==> src/rtl/counter_pkg.sv <==
// rtl/counter_pkg.sv - shared width default and direction encoding for the counter
package counter_pkg;

    localparam int COUNTER_DEF_WIDTH = 8;

    typedef enum logic {
        CNT_DOWN = 1'b0,
        CNT_UP   = 1'b1
    } cnt_dir_e;

endpackage

==> src/rtl/counter_next.sv <==
// rtl/counter_next.sv - combinational next-count and wrap/rail-hit computation
//
// Ports:
//   cnt      in   current registered count
//   en       in   count enable
//   up_dwn_n in   direction, 1 = up, 0 = down
//   ld       in   parallel load strobe (overrides en)
//   ld_val   in   value taken when ld = 1
//   cnt_nxt  out  value the count register takes at the next edge (reset excluded)
//   wrap_nxt out  value the wrap register takes at the next edge (reset excluded)
//
// Build option COUNTER_SATURATE_EN: hold at the rail instead of wrapping.
module counter_next
    import counter_pkg::*;
#(
    parameter int WIDTH = COUNTER_DEF_WIDTH
) (
    input  logic [WIDTH-1:0] cnt,
    input  logic             en,
    input  logic             up_dwn_n,
    input  logic             ld,
    input  logic [WIDTH-1:0] ld_val,
    output logic [WIDTH-1:0] cnt_nxt,
    output logic             wrap_nxt
);

    localparam logic [WIDTH-1:0] ALL_ONES = {WIDTH{1'b1}};
    localparam logic [WIDTH-1:0] ONE      = {{(WIDTH-1){1'b0}}, 1'b1};

    cnt_dir_e dir;
    assign dir = cnt_dir_e'(up_dwn_n);

    always_comb begin
        cnt_nxt  = cnt;
        wrap_nxt = 1'b0;
        if (ld) begin
            cnt_nxt = ld_val;
        end else if (en) begin
            case (dir)
                CNT_UP: begin
                    if (cnt == ALL_ONES) begin
                        // Stepping past the top rail: flag it in both builds.
                        wrap_nxt = 1'b1;
`ifdef COUNTER_SATURATE_EN
                        cnt_nxt  = ALL_ONES;
`else
                        cnt_nxt  = '0;
`endif
                    end else begin
                        cnt_nxt = cnt + ONE;
                    end
                end
                default: begin
                    if (cnt == '0) begin
                        wrap_nxt = 1'b1;
`ifdef COUNTER_SATURATE_EN
                        cnt_nxt  = '0;
`else
                        cnt_nxt  = ALL_ONES;
`endif
                    end else begin
                        cnt_nxt = cnt - ONE;
                    end
                end
            endcase
        end
    end

endmodule

==> src/rtl/counter.sv <==
// rtl/counter.sv - parameterised up/down counter with load and terminal-count flags
//
// Ports:
//   clk      in   rising-edge clock
//   rst      in   synchronous reset, active-high (highest priority)
//   en       in   count enable
//   up_dwn_n in   direction, 1 = up, 0 = down
//   ld       in   synchronous parallel load strobe
//   ld_val   in   load value
//   cnt      out  registered count
//   at_max   out  cnt is all-ones (combinational from cnt)
//   at_min   out  cnt is zero (combinational from cnt)
//   wrap     out  registered pulse: previous update wrapped or hit a rail
//
// Build option COUNTER_SATURATE_EN: saturate at the rails instead of wrapping.
module counter
    import counter_pkg::*;
#(
    parameter int               WIDTH   = COUNTER_DEF_WIDTH,
    parameter logic [WIDTH-1:0] RST_VAL = '0
) (
    input  logic             clk,
    input  logic             rst,
    input  logic             en,
    input  logic             up_dwn_n,
    input  logic             ld,
    input  logic [WIDTH-1:0] ld_val,
    output logic [WIDTH-1:0] cnt,
    output logic             at_max,
    output logic             at_min,
    output logic             wrap
);

    logic [WIDTH-1:0] cnt_nxt;
    logic             wrap_nxt;

    counter_next #(
        .WIDTH (WIDTH)
    ) u_next (
        .cnt      (cnt),
        .en       (en),
        .up_dwn_n (up_dwn_n),
        .ld       (ld),
        .ld_val   (ld_val),
        .cnt_nxt  (cnt_nxt),
        .wrap_nxt (wrap_nxt)
    );

    always_ff @(posedge clk) begin
        if (rst) begin
            cnt  <= RST_VAL;
            wrap <= 1'b0;
        end else begin
            cnt  <= cnt_nxt;
            wrap <= wrap_nxt;
        end
    end

    assign at_max = &cnt;
    assign at_min = ~|cnt;

endmodule

==> config.mk <==
export PLATFORM = sky130hd
export DESIGN_NAME = counter
export DESIGN_NICKNAME = d
export VERILOG_FILES = /design/src/rtl/counter_pkg.sv /design/src/rtl/counter_next.sv /design/src/rtl/counter.sv
export SDC_FILE = /design/constraint.sdc
export NUM_CORES = 1
export LEC_CHECK = 0
export ABC_CLOCK_PERIOD_IN_PS = 2700
export CAP_MARGIN = 20
export CORE_MARGIN = 8
export CORE_UTILIZATION = 46
export CTS_CLUSTER_DIAMETER = 40
export CTS_CLUSTER_SIZE = 25
export DETAILED_ROUTE_END_ITERATION = 8
export GPL_ROUTABILITY_DRIVEN = 0
export PLACE_DENSITY = 0.82
export SKIP_LAST_GASP = 1
export SLEW_MARGIN = 20
export SYNTH_ARGS = -nofsm -noshare
export SYNTH_HDL_FRONTEND = slang
export SYNTH_SLANG_ARGS = --single-unit
==> constraint.sdc <==
create_clock -name clk -period 2.7 [get_ports clk]
set_clock_uncertainty 0.05 [all_clocks]
set_input_delay 0.54 -clock clk [delete_from_list [all_inputs] [get_ports clk]]
set_output_delay 0.54 -clock clk [all_outputs]
set_load 0.01 [all_outputs]
==> impl_metrics.prom, run 1 <==
# TYPE chip_impl_metric gauge
chip_impl_info{name="outcome",value="completed"} 1
chip_impl_metric{name="worstPathMaxFanout",unit=""} 10
chip_impl_metric{name="sum_of_negative_setup_slack",unit="ns"} 0
chip_impl_metric{name="final_core_density",unit=""} 0.6601
chip_impl_metric{name="synth_nets",unit=""} 127
chip_impl_info{name="tritoncts",value="built"} 1
chip_impl_metric{name="required",unit="ns"} 2.11
chip_impl_metric{name="place_worst_setup_slack",unit="ns"} 0.1841
chip_impl_metric{name="ctsHtreeMaxLevel",unit=""} 1
chip_impl_metric{name="cts_buffer_count",unit=""} 3
chip_impl_metric{name="final_setup_violation_count",unit=""} 0
chip_impl_metric{name="transition_at_the_pin_with_the_smallest_max_transition_slack",unit="ns"} 0.4419
chip_impl_metric{name="hold_violations",unit=""} 0
chip_impl_info{name="cp-end-kind",value="output pin"} 1
chip_impl_metric{name="ctsHoldBuffers",unit=""} 0
chip_impl_metric{name="ant_nets",unit=""} 0
chip_impl_metric{name="drt-total-wl",unit="µm"} 2277
chip_impl_metric{name="ios",unit=""} 24
chip_impl_metric{name="postSynthRegisterBits",unit=""} 9
chip_impl_metric{name="final_critical_path_share_of_the_clock_period",unit=""} 0.9022
chip_impl_metric{name="core",unit="µm²"} 1708
chip_impl_metric{name="initial_core_util",unit=""} 0.4886
chip_impl_info{name="netlist.top_cell.by_area",value="dfxtp_1"} 1
chip_impl_metric{name="grt_use_total",unit=""} 0.1416
chip_impl_metric{name="cap_violations",unit=""} 0
chip_impl_metric{name="postLayoutCellArea",unit="µm²"} 1127
chip_impl_metric{name="worst_path_largest_cell_delay",unit="ns"} 0.56
chip_impl_info{name="critPathSlowestCell",value="clkdlybuf4s50_1"} 1
chip_impl_info{name="yosys-top-cells-area",value="dfxtp_1 22%, a21oi_1 4.8%, nor3_1 4.8%, ha_1 4.5%, inv_1 3.6%"} 1
chip_impl_info{name="cp-start-kind",value="flip-flop"} 1
chip_impl_metric{name="dieHeight",unit="µm"} 58.60
chip_impl_metric{name="cts.sinks",unit=""} 9
chip_impl_metric{name="ir_drop",unit="mV"} 0.2954
chip_impl_info{name="criticalPathCategory",value="reg2out"} 1
chip_impl_metric{name="syn_area_per_cell",unit="µm²"} 7.518
chip_impl_metric{name="max_slew_margin",unit=""} 0.7045
chip_impl_metric{name="die_area",unit="µm²"} 3433
chip_impl_info{name="synth.most_common_cell",value="dfxtp_1"} 1
chip_impl_metric{name="grt_start_max_net_pins",unit=""} 20
chip_impl_metric{name="area.growth.synth_to_final",unit="%"} 35.08
chip_impl_metric{name="number_of_cells_in_the_design_after_placement",unit=""} 156
chip_impl_metric{name="post_synth_design_cell_area",unit="µm²"} 834.6
chip_impl_info{name="ys_dominant_reg_cell",value="dfxtp_1"} 1
chip_impl_metric{name="overflow",unit=""} 0
chip_impl_metric{name="worstSkewPairLatency",unit="ns"} 0.26
chip_impl_metric{name="async_flop_share",unit=""} 0
chip_impl_metric{name="port_buffers",unit=""} 23
chip_impl_metric{name="finalWorstSetupSlack",unit="ns"} 0.2639
chip_impl_metric{name="remaining_drc_errors",unit=""} 0
chip_impl_metric{name="synthesis.yosys.warnings",unit=""} 0
chip_impl_metric{name="worst_ep_arrival_time",unit="ns"} 1.85
chip_impl_metric{name="grt_antenna_before_repair",unit=""} 0
chip_impl_info{name="crit_chain",value="buf_4, ha_1, inv_1, nor3_1, clkdlybuf4s50_1"} 1
chip_impl_metric{name="yosys.cell_types.count",unit=""} 45
chip_impl_metric{name="grt_pass1_vias",unit=""} 843
chip_impl_metric{name="clockBufferDepth",unit=""} 2
chip_impl_info{name="rsz0062_at_grt",value="false"} 1
chip_impl_metric{name="timing_max_transition_violations_final",unit=""} 0
chip_impl_metric{name="num-nets-final",unit=""} 152
chip_impl_metric{name="max_clock_freq",unit="MHz"} 410.5
chip_impl_metric{name="cellLeakagePower",unit="nW"} 0.4404
chip_impl_metric{name="vias",unit=""} 906
chip_impl_metric{name="cts.clk_slew.worst_paths",unit="ns"} 0.06
chip_impl_metric{name="synth-seq-area-share",unit=""} 0.2159
chip_impl_metric{name="top_area_cell_type_share_of_the_netlist_area",unit=""} 0.2159
chip_impl_info{name="min_path_type",value="reg2reg"} 1
chip_impl_metric{name="viasPerCell",unit=""} 5.663
chip_impl_metric{name="gate_count_post_synth",unit=""} 111
chip_impl_metric{name="final-instance-count-excl-fill",unit=""} 160
chip_impl_metric{name="num_antenna_cells",unit=""} 0
chip_impl_metric{name="first_iter_violations",unit=""} 46
chip_impl_metric{name="row_count",unit=""} 15
chip_impl_info{name="clock_root_buffer",value="clkbuf_4"} 1
chip_impl_metric{name="grt_pass1_wl",unit="µm"} 3905
chip_impl_metric{name="routedWlPerCell",unit="µm"} 14.23
chip_impl_metric{name="placed_inst_area",unit="µm²"} 1096
chip_impl_metric{name="power_density",unit="nW/µm²"} 387.3
chip_impl_metric{name="hpwl",unit="µm"} 1729
chip_impl_metric{name="detailedRoute.firstPassIterationCount",unit=""} 4
chip_impl_info{name="post_synth_most_frequent_cells",value="9 x dfxtp_1, 8 x a21oi_1, 8 x inv_1, 8 x nor2_1, 8 x nor3_1"} 1
chip_impl_metric{name="post-route-min-period",unit="ns"} 2.436
chip_impl_metric{name="number_of_synthesized_flops_with_an_enable_pin",unit=""} 0
chip_impl_metric{name="chipWidth",unit="µm"} 58.60
chip_impl_metric{name="drive_above_1_share",unit=""} 0.1556
[power by group]
part	leakage [nW]	total, mW	switching [mW]	internal [mW]
Combinational	0.351	0.170	0.0791	0.0913
Clock	0.0150	0.108	0.0507	0.0572
Sequential	0.0744	0.158	0.0155	0.143
[metrics by stage]
| stage | hold slack, ns | power (mW) |
|---|---|---|
| 4_1_cts | 0.6309 | 0.4377 |
| 3_3_place_gp | 0.6001 | 0.3258 |
| 2_1_floorplan | 0.6346 | 0.2648 |
| 3_5_place_dp | 0.6149 | 0.3292 |
| 5_1_grt | 0.6810 | 0.4648 |
| 6_report | 0.6387 | 0.4366 |
[final cells by class]
| class | count | area, µm² |
|---|---|---|
| fill | 160 | 580.6 |
| multi-input combinational | 83 | 570.5 |
| timing repair buffer | 31 | 289.0 |
| sequential | 9 | 180.2 |
| tap | 25 | 31.28 |
| inverter | 8 | 30.03 |
| clock buffer | 4 | 26.28 |
[routing by layer]
layer | vias to the layer above | global-route usage | part of all wire
li1 | 464 | - | -
met1 | 402 | 0.1748 | 0.46
met2 | 36 | 0.2283 | 0.47
met3 | 4 | 0.05870 | 0.070
met4 | 0 | 0.02048 | 0.0070
met5 | - | 0 | 0
[critical path, delay by kind of cell, from the launching register on]
family                     cells  cell delay [ns]
buffers and inverters          3             0.81
DFF                            1             0.33
adders and majority gates      1             0.25
and+or+nand+nor                1             0.19
[timing repair]
| item | in CTS | in global routing |
|---|---|---|
| setup endpoints to repair | 1 | 0 |
| gates resized for setup | 2 | 0 |
| setup buffers | 0 | 0 |
[cells by family after synthesis]
| kind of cell | share of synthesized area |
|---|---|
| AO/OA/AOI/OAI | 0.2774 |
| AND/OR/NAND/NOR | 0.3074 |
| flip-flops | 0.2159 |
| multiplexers | 0.02549 |
| buffers and inverters | 0.1080 |
| adder cells (fa/ha/maj) | 0.04498 |
| XOR/XNOR | 0.02099 |
[registers in the layout, summed over array words and instances (netlist names)]
| name | flops |
|---|---|
| wrap | 1 |
| cnt | 8 |
[layout by cell type, fill, tap and decap left out, types with 3 or more instances in the layout]
cell,instances
dfxtp_1,9
a21oi_1,8
nand2_1,6
o21ai_0,4
clkbuf_4,3
nor2b_1,3
nor2_1,8
nand4_1,3
inv_1,8
ha_1,3
clkdlybuf4s50_1,22
buf_4,8
nor3_1,8
nor3b_1,3
[final timing paths]
| kind | from | to | slack [ns] | cells after the start |
|---|---|---|---|---|
| worst max-delay path | cnt[0] | at_max | 0.26 | 5 |
| worst min-delay path | cnt[4] | cnt[4] | 0.64 | 2 |
| worst max register to register | cnt[0] | cnt[7] | 0.71 | 6 |
| worst min register to register | cnt[4] | cnt[4] | 0.64 | 2 |
No activity file was read; power rests on OpenSTA's default activity.
==> run 2, diff against run 1 <==
TNS_END_PERCENT = 1   (was default)
==> results of run 2 <==
The final DEF is identical to that of run 1; final timing and power are the same.
